## src/rtl/pipe_ctrl.sv

```systemverilog
// rtl/pipe_ctrl.sv - 5-stage pipeline sequencer: per-stage hold/flush, multi-cycle EX countdown, redirect flush window (optional perf counters: PIPE_CTRL_PERF_EN)
module pipe_ctrl #(
  parameter int FLUSH_CYCLES = 1,
  parameter int MC_CNT_W     = 4,
  parameter int PERF_W       = 32
) (
  input  logic                clk,
  input  logic                rst,
  input  logic                stallreq_id,
  input  logic                mc_start,
  input  logic [MC_CNT_W-1:0] mc_cycles,
  input  logic                br_req,
  input  logic [31:0]         br_addr,
  output logic [5:0]          stall,
  output logic                flush,
  output logic [31:0]         flush_pc,
  output logic                mc_busy
`ifdef PIPE_CTRL_PERF_EN
  ,
  output logic [PERF_W-1:0]   stall_cnt,
  output logic [PERF_W-1:0]   flush_cnt
`endif
);

  typedef enum logic [1:0] {
    RUN     = 2'd0,
    MC_BUSY = 2'd1,
    FLUSH   = 2'd2
  } state_t;

  localparam logic [5:0] STALL_MC = 6'b001111;  // hold pc..ex_mem while EX is occupied
  localparam logic [5:0] STALL_ID = 6'b000111;  // hold pc..id_ex, bubble into ex_mem
  localparam logic [2:0] FC_INIT  = 3'(FLUSH_CYCLES - 1);
  localparam logic [MC_CNT_W-1:0] MC_ONE = MC_CNT_W'(1);

  state_t                state, state_nx;
  logic [2:0]            fcnt, fcnt_nx;
  logic [MC_CNT_W-1:0]   mcnt, mcnt_nx;
  logic [31:0]           addr_q;
  logic                  br_acc;
  logic [5:0]            stall_c;
  logic                  flush_c;
  logic [31:0]           flush_pc_c;
  logic                  mc_busy_c;

  // State, countdowns and latched redirect target
  always_ff @(posedge clk or negedge rst) begin
    if (!rst) begin
      state  <= RUN;
      fcnt   <= '0;
      mcnt   <= '0;
      addr_q <= '0;
    end else begin
      state <= state_nx;
      fcnt  <= fcnt_nx;
      mcnt  <= mcnt_nx;
      if (br_acc) addr_q <= br_addr;
    end
  end

  // Next-state and raw (pre-reset-gating) outputs; priority br_req > mc_start > stallreq_id
  always_comb begin
    state_nx   = state;
    fcnt_nx    = fcnt;
    mcnt_nx    = mcnt;
    br_acc     = 1'b0;
    stall_c    = 6'b0;
    flush_c    = 1'b0;
    flush_pc_c = 32'b0;
    mc_busy_c  = 1'b0;
    unique case (state)
      RUN: begin
        if (br_req) begin
          br_acc     = 1'b1;
          flush_c    = 1'b1;
          flush_pc_c = br_addr;
          if (FLUSH_CYCLES > 1) begin
            state_nx = FLUSH;
            fcnt_nx  = FC_INIT;
          end
        end else if (mc_start && (mc_cycles != '0)) begin
          stall_c   = STALL_MC;
          mc_busy_c = 1'b1;
          if (mc_cycles > MC_ONE) begin
            state_nx = MC_BUSY;
            mcnt_nx  = mc_cycles - MC_ONE;
          end
        end else if (stallreq_id) begin
          stall_c = STALL_ID;
        end
      end
      MC_BUSY: begin
        // ID is already held here, so a load-use request needs no extra action
        stall_c   = STALL_MC;
        mc_busy_c = 1'b1;
        if (mcnt != '0) mcnt_nx = mcnt - MC_ONE;
        if (mcnt <= MC_ONE) state_nx = RUN;
      end
      FLUSH: begin
        flush_c    = 1'b1;
        flush_pc_c = addr_q;
        if (fcnt != 3'd0) fcnt_nx = fcnt - 3'd1;
        if (fcnt <= 3'd1) state_nx = RUN;
      end
      default: state_nx = RUN;
    endcase
  end

  // Reset forces every output low regardless of inputs
  always_comb begin
    stall    = rst ? stall_c    : 6'b0;
    flush    = rst ? flush_c    : 1'b0;
    flush_pc = rst ? flush_pc_c : 32'b0;
    mc_busy  = rst ? mc_busy_c  : 1'b0;
  end

`ifdef PIPE_CTRL_PERF_EN
  // Saturating counters: held cycles and accepted redirects
  always_ff @(posedge clk or negedge rst) begin
    if (!rst) begin
      stall_cnt <= '0;
      flush_cnt <= '0;
    end else begin
      if ((stall != 6'b0) && (stall_cnt != '1)) stall_cnt <= stall_cnt + 1'b1;
      if (br_acc && (flush_cnt != '1)) flush_cnt <= flush_cnt + 1'b1;
    end
  end
`endif

endmodule
```

## config.mk

```make
export PLATFORM = sky130hd
export DESIGN_NAME = pipe_ctrl
export DESIGN_NICKNAME = d
export VERILOG_FILES = /design/src/rtl/pipe_ctrl.sv
export SDC_FILE = /design/constraint.sdc
export NUM_CORES = 1
export LEC_CHECK = 0
export BUFFER_PORTS_ARGS = -buffer_cell sky130_fd_sc_hd__buf_2
export CORE_AREA = 2 2 53 45
export DETAILED_ROUTE_END_ITERATION = 10
export DIE_AREA = 0 0 55 47
export GPL_ROUTABILITY_DRIVEN = 1
export PLACE_DENSITY = 0.86
export RECOVER_POWER = 50
export SYNTH_ARGS = -nofsm -noshare
export SYNTH_HDL_FRONTEND = slang
export SYNTH_SLANG_ARGS = --single-unit
```

## constraint.sdc

```tcl
create_clock -name clk -period 4.1 [get_ports clk]
set_input_delay 0.82 -clock clk [delete_from_list [all_inputs] [get_ports clk]]
set_output_delay 0.82 -clock clk [all_outputs]
set_load 0.02 [all_outputs]
```

Word-level counts from Yosys, hierarchy flattened
Cells that the tools add are included.
{"block": "classes", "reduce_logical": 9, "addsub": 3, "n_eq_ne": 8, "n_lt_le_gt_ge": 3, "n_mux": 27}
{"op": "$mux 32", "count": 2}
{"op": "$pmux 32 s2", "count": 1}
{"op": "$mux 4", "count": 6}
{"op": "$pmux 4 s2", "count": 2}
{"op": "$ne 2x2->1 const B", "count": 6}
{"op": "$mux 2", "count": 5}
{"op": "$reduce_and 5->1", "count": 2}
{"op": "$reduce_bool 4->1", "count": 2}
{"op": "$sub 4x1->4 const B", "count": 2}
{"op": "$mux 1", "count": 6}
{"op": "$mux 6", "count": 1}
{"op": "$pmux 2 s3", "count": 1}
{"op": "$gt 4x1->1 const B", "count": 1}
{"op": "$le 4x1->1 const B", "count": 1}
{"op": "$pmux 1 s2", "count": 2}
{"op": "$le 3x1->1 const B", "count": 1}
{"op": "$mux 3", "count": 1}
{"op": "$reduce_bool 3->1", "count": 1}
{"op": "$sub 3x1->3 const B", "count": 1}
{"op": "$eq 2x1->1 const B", "count": 1}
{"op": "$eq 2x2->1 const B", "count": 1}
{"op": "$logic_not 2->1", "count": 1}
{"op": "$reduce_and 2->1", "count": 1}
{"op": "$reduce_bool 2->1", "count": 1}
{"op": "$logic_and 1x1->1", "count": 1}
{"block": "word_totals", "ff_bits": 41, "elab_cells": 54}

Longest topological paths before layout
{"block": "logic_depth", "depth_word": 6, "mapped_depth": 6, "mapped_depth_nobuf": 6}

Worst setup path after synthesis
Ideal clock, no wire load.
{"block": "synth_timing", "kind": "input to output", "start": "input port mc_cycles[0]", "end": "output port stall[1]", "path_buffers": 1, "path_slack_ps": 1049, "cell_stages": 6, "arrival_time_ps": 2231, "cell_sequence": "inv_1 ha_1 or3b_1 a31oi_4 a21boi_0 buf_4"}
{"block": "synth_via", "elab_chain_len": 6}
{"element": "start, declared", "line_no": "11", "text": "input logic [MC_CNT_W-1:0] mc_cycles,"}
{"element": "$reduce_bool 4->1", "line_no": "81", "text": "end else if (mc_start && (mc_cycles != '0)) begin"}
{"element": "$logic_and 1x1->1", "line_no": "81"}
{"element": "$mux 4", "line_no": "81"}
{"element": "$mux 4", "line_no": "73", "text": "if (br_req) begin"}
{"element": "$pmux 4 s2", "line_no": "71", "text": "unique case (state)"}
{"element": "$mux 6", "line_no": "111", "text": "stall = rst ? stall_c : 6'b0;"}
{"element": "end, declared", "line_no": "14", "text": "output logic [5:0] stall,"}
Every way passes these cells.

Worst setup path after layout
{"block": "layout_timing", "start": "input port rst", "end": "output port flush_pc[4]"}
{"block": "layout_via", "elab_chain_len": 1}
{"element": "start, declared", "line_no": "8", "text": "input logic rst,"}
{"element": "$mux 32", "line_no": "113", "text": "flush_pc = rst ? flush_pc_c : 32'b0;"}
{"element": "end, declared", "line_no": "16", "text": "output logic [31:0] flush_pc,"}
Every way passes these cells.

==> impl_metrics.ini <==
[outcome]
outcome = finished, final reports clean

[yosys]
synth-compound-area-share_pct = 11.97
synthMuxAreaShare_pct = 4.401
synth_cells = 92
synth_area_sq_um = 710.7
synth_seq_cells = 5
yosys.area_share.adder_pct = 10.56
synthXorXnorAreaFrac_pct = 3.697
synth_top_family_by_area = simple AND/OR/NAND/NOR gates
seq_area_frac_synth_pct = 17.61
ys_warn_count = 0
ys_types = 25
synthSimpleGateAreaFrac_pct = 40.49
avgSynthCellArea_sq_um = 7.725

[power_and_ir_drop]
switching_share_pct = 49.57
p_per_area_nw_per_um2 = 425.2
p_switching_uw = 229.7
total_power_uw = 463.3
ir_worst_vdd_uv = 307.0
power.internal_uw = 233.7
pwr-share-seq_pct = 24.9
power.share.clock_pct = 12.3
power_leakage_uw = 0.0006286
combPwrFrac_pct = 62.8

[clock_network]
cts_root_buffer = clkbuf_4
clkTransAtPathRegs_ps = 40
cts_tree = yes
h-tree-depth = 1
clock_latency_ps = 240
cts_resized = 0
cts_num_sinks = 5
cts_buffers = 3
holdBufCountCts = 0
cts_buffer_depth = 2
cts_setup_buffers = 0

[timing]
setup_viol = 0
fmax_mhz = 294.0
period_needed_ps = 3402
timing.setup.tns_ps = 0
rsz0062_at_grt = false
setup_ws_ps = 698.4
finalCritPeriodShare_pct = 82.97
maxSlewHeadroom_pct = 36.21
hold_viol = 0
finalMaxSlewViolations = 0
skew_ps = 0.4870
worst-slew-pin-transition_ps = 956.9

[place]
io_buffers = 78
place_area_sq_um = 1095
gp_congestion = 0.7982
dp_hpwl_um = 2043
pre_cts_slack_ps = 1069
dp_cells = 188

[cells_and_area]
drive_gt1_share_pct = 41.32
antenna_cells = 0
layout.cells.non_filler = 192
synthToLayoutAreaGrowth_pct = 53.35
nets = 215
design_area_sq_um = 1090

[route]
wl_um = 2476
met1Wirelength_um = 1061
drt_drc_violations_left = 0
dr.pass1.iters = 4
wire_per_inst_um = 12.90
drt_iter0_drc = 5
route.top_layer_used = met4
wl_met3_um = 228
postRouteAntennaNets = 0
dr_total_vias = 842
wl_met2_um = 1174
vias_per_cell = 4.385

[worst_setup_path]
worstSetupPathType = in -> out
cp-start-kind = input pin
r2r-end = mcnt[1]
cp.required_ps = 3280
critPathMaxFanout = 33
reg2reg_from = state[0]
r2r_slack_ps = 2250
r2r_cells = 3
cp.arrival_ps = 2580
endpoint_kind = output pin

[floorplanning]
dieArea_sq_um = 2585
core-area_sq_um = 2064
initial_utilization_pct = 34.42
die_h_um = 47
io_pins = 81
rows = 15
die_w_um = 55

[global_route]
grt-ovfl-total = 0
grt.total_usage_pct = 17.61
grt_pass1_wl_um = 3160
grt_max_degree = 34
antenna_found_initial = 0
grt_pass1_vias = 669

[run]
cap_violations = 0

[hold_path]
hold_class = in -> async
-- placed cells by master, fill, tap and decap left out, drive strengths merged --
cell type | netlist | routed
nand2 | 1 | 1
a31oi | 1 | 1
mux2i | 2 | 2
o22ai | 1 | 1
ha | 6 | 6
inv | 6 | 6
xor2 | 3 | 3
and2 | 32 | 32
dfrtp | 5 | 5
a211oi | 1 | 1
buf | 6 | 64
nor3b | 1 | 1
o31ai | 1 | 1
o21ai | 7 | 7
nor3 | 4 | 4
nor4 | 2 | 2
or3 | 1 | 1
nor2b | 2 | 2
or3b | 1 | 1
clkbuf | 3 | 19
nor2 | 3 | 3
conb | 1 | 2
a21boi | 1 | 1
mux2 | 1 | 1
-- final cells by class --
class | instances | area, sq um
Clock buffer | 4 | 26.28
Fill cell | 231 | 974.7
Inverter | 6 | 22.52
Multi-Input combinational cell | 73 | 508.0
Sequential cell | 5 | 125.1
Tap cell | 25 | 31.28
Timing Repair Buffer | 79 | 376.6
-- cell families after synthesis --
| kind of cell | count (synthesis) |
|---|---|
| flops | 5 |
| other cells | 1 |
| xor+xnor | 3 |
| buf+inv | 15 |
| compound gates | 12 |
| mux | 3 |
| fa+ha+maj | 6 |
| simple gates | 47 |
-- power by group through the flow --
stage / Clock [uW] / Combinational, uW / Sequential [uW]
3_5_place_dp: 0 / 295 / 115
2_1_floorplan: 0 / 229 / 97.1
5_1_grt: 63.0 / 326 / 120
3_3_place_gp: 0 / 284 / 115
4_1_cts: 59.6 / 300 / 115
6_report: 57.2 / 291 / 115
-- Yosys cell counts --
library cell / instances / area share [%]
clkbuf_1: 3 / 1.6
or3_4: 1 / 1.6
buf_4: 5 / 5.3
inv_1: 6 / 3.2
mux2i_1: 2 / 2.8
xor2_1: 3 / 3.7
nor2b_1: 2 / 1.8
buf_2: 1 / 0.70
nand2_1: 1 / 0.53
or3b_1: 1 / 1.2
nor3_1: 4 / 2.8
conb_1: 1 / 0.53
and2_1: 32 / 28
nor2_1: 3 / 1.6
dfrtp_1: 5 / 18
o21ai_0: 7 / 4.9
a31oi_4: 1 / 3.0
nor4_1: 2 / 1.8
mux2_2: 1 / 1.6
o31ai_1: 1 / 1.1
a211oi_1: 1 / 1.1
nor3b_1: 1 / 1.1
a21boi_0: 1 / 1.1
o22ai_1: 1 / 0.88
ha_1: 6 / 11
-- flip-flops by register name, summed over array words and instances (netlist names) --
register and count:
mcnt 4, state 1
-- metrics by stage --
stage | util, % | hold WS, ps
2_1_floorplan | - | 524.4
3_3_place_gp | 53.03 | 584.3
3_5_place_dp | 53.03 | 583.9
4_1_cts | 54.30 | 399.5
5_1_grt | 52.79 | 483.5
6_report | 52.79 | 467.5
-- worst max-delay path, cell delays in order --
cell      delay, ps
clkbuf_1        300
nor3b_1         230
clkbuf_1        740
and2_1          230
clkbuf_1        260
-- layer usage --
metal	up-vias	global-route usage, %
met4	0	4.390
met1	366	23.36
met2	34	25.48
met3	2	8.917
met5	-	0
li1	440	-
-- worst max-delay path by stage --
stage | startpoint | to | slack [ps] | depth (start not counted)
6_report | rst | flush_pc[4] | 700 | 5
5_1_grt | rst | flush_pc[11] | 570 | 5
4_1_cts | mc_cycles[0] | stall[1] | 1060 | 7
3_5_place_dp | mc_cycles[0] | stall[1] | 1070 | 7
3_3_place_gp | mc_cycles[0] | stall[1] | 1120 | 7
2_1_floorplan | mc_cycles[0] | stall[1] | 1050 | 6
Note: power is estimated with default switching activity, not from simulation.
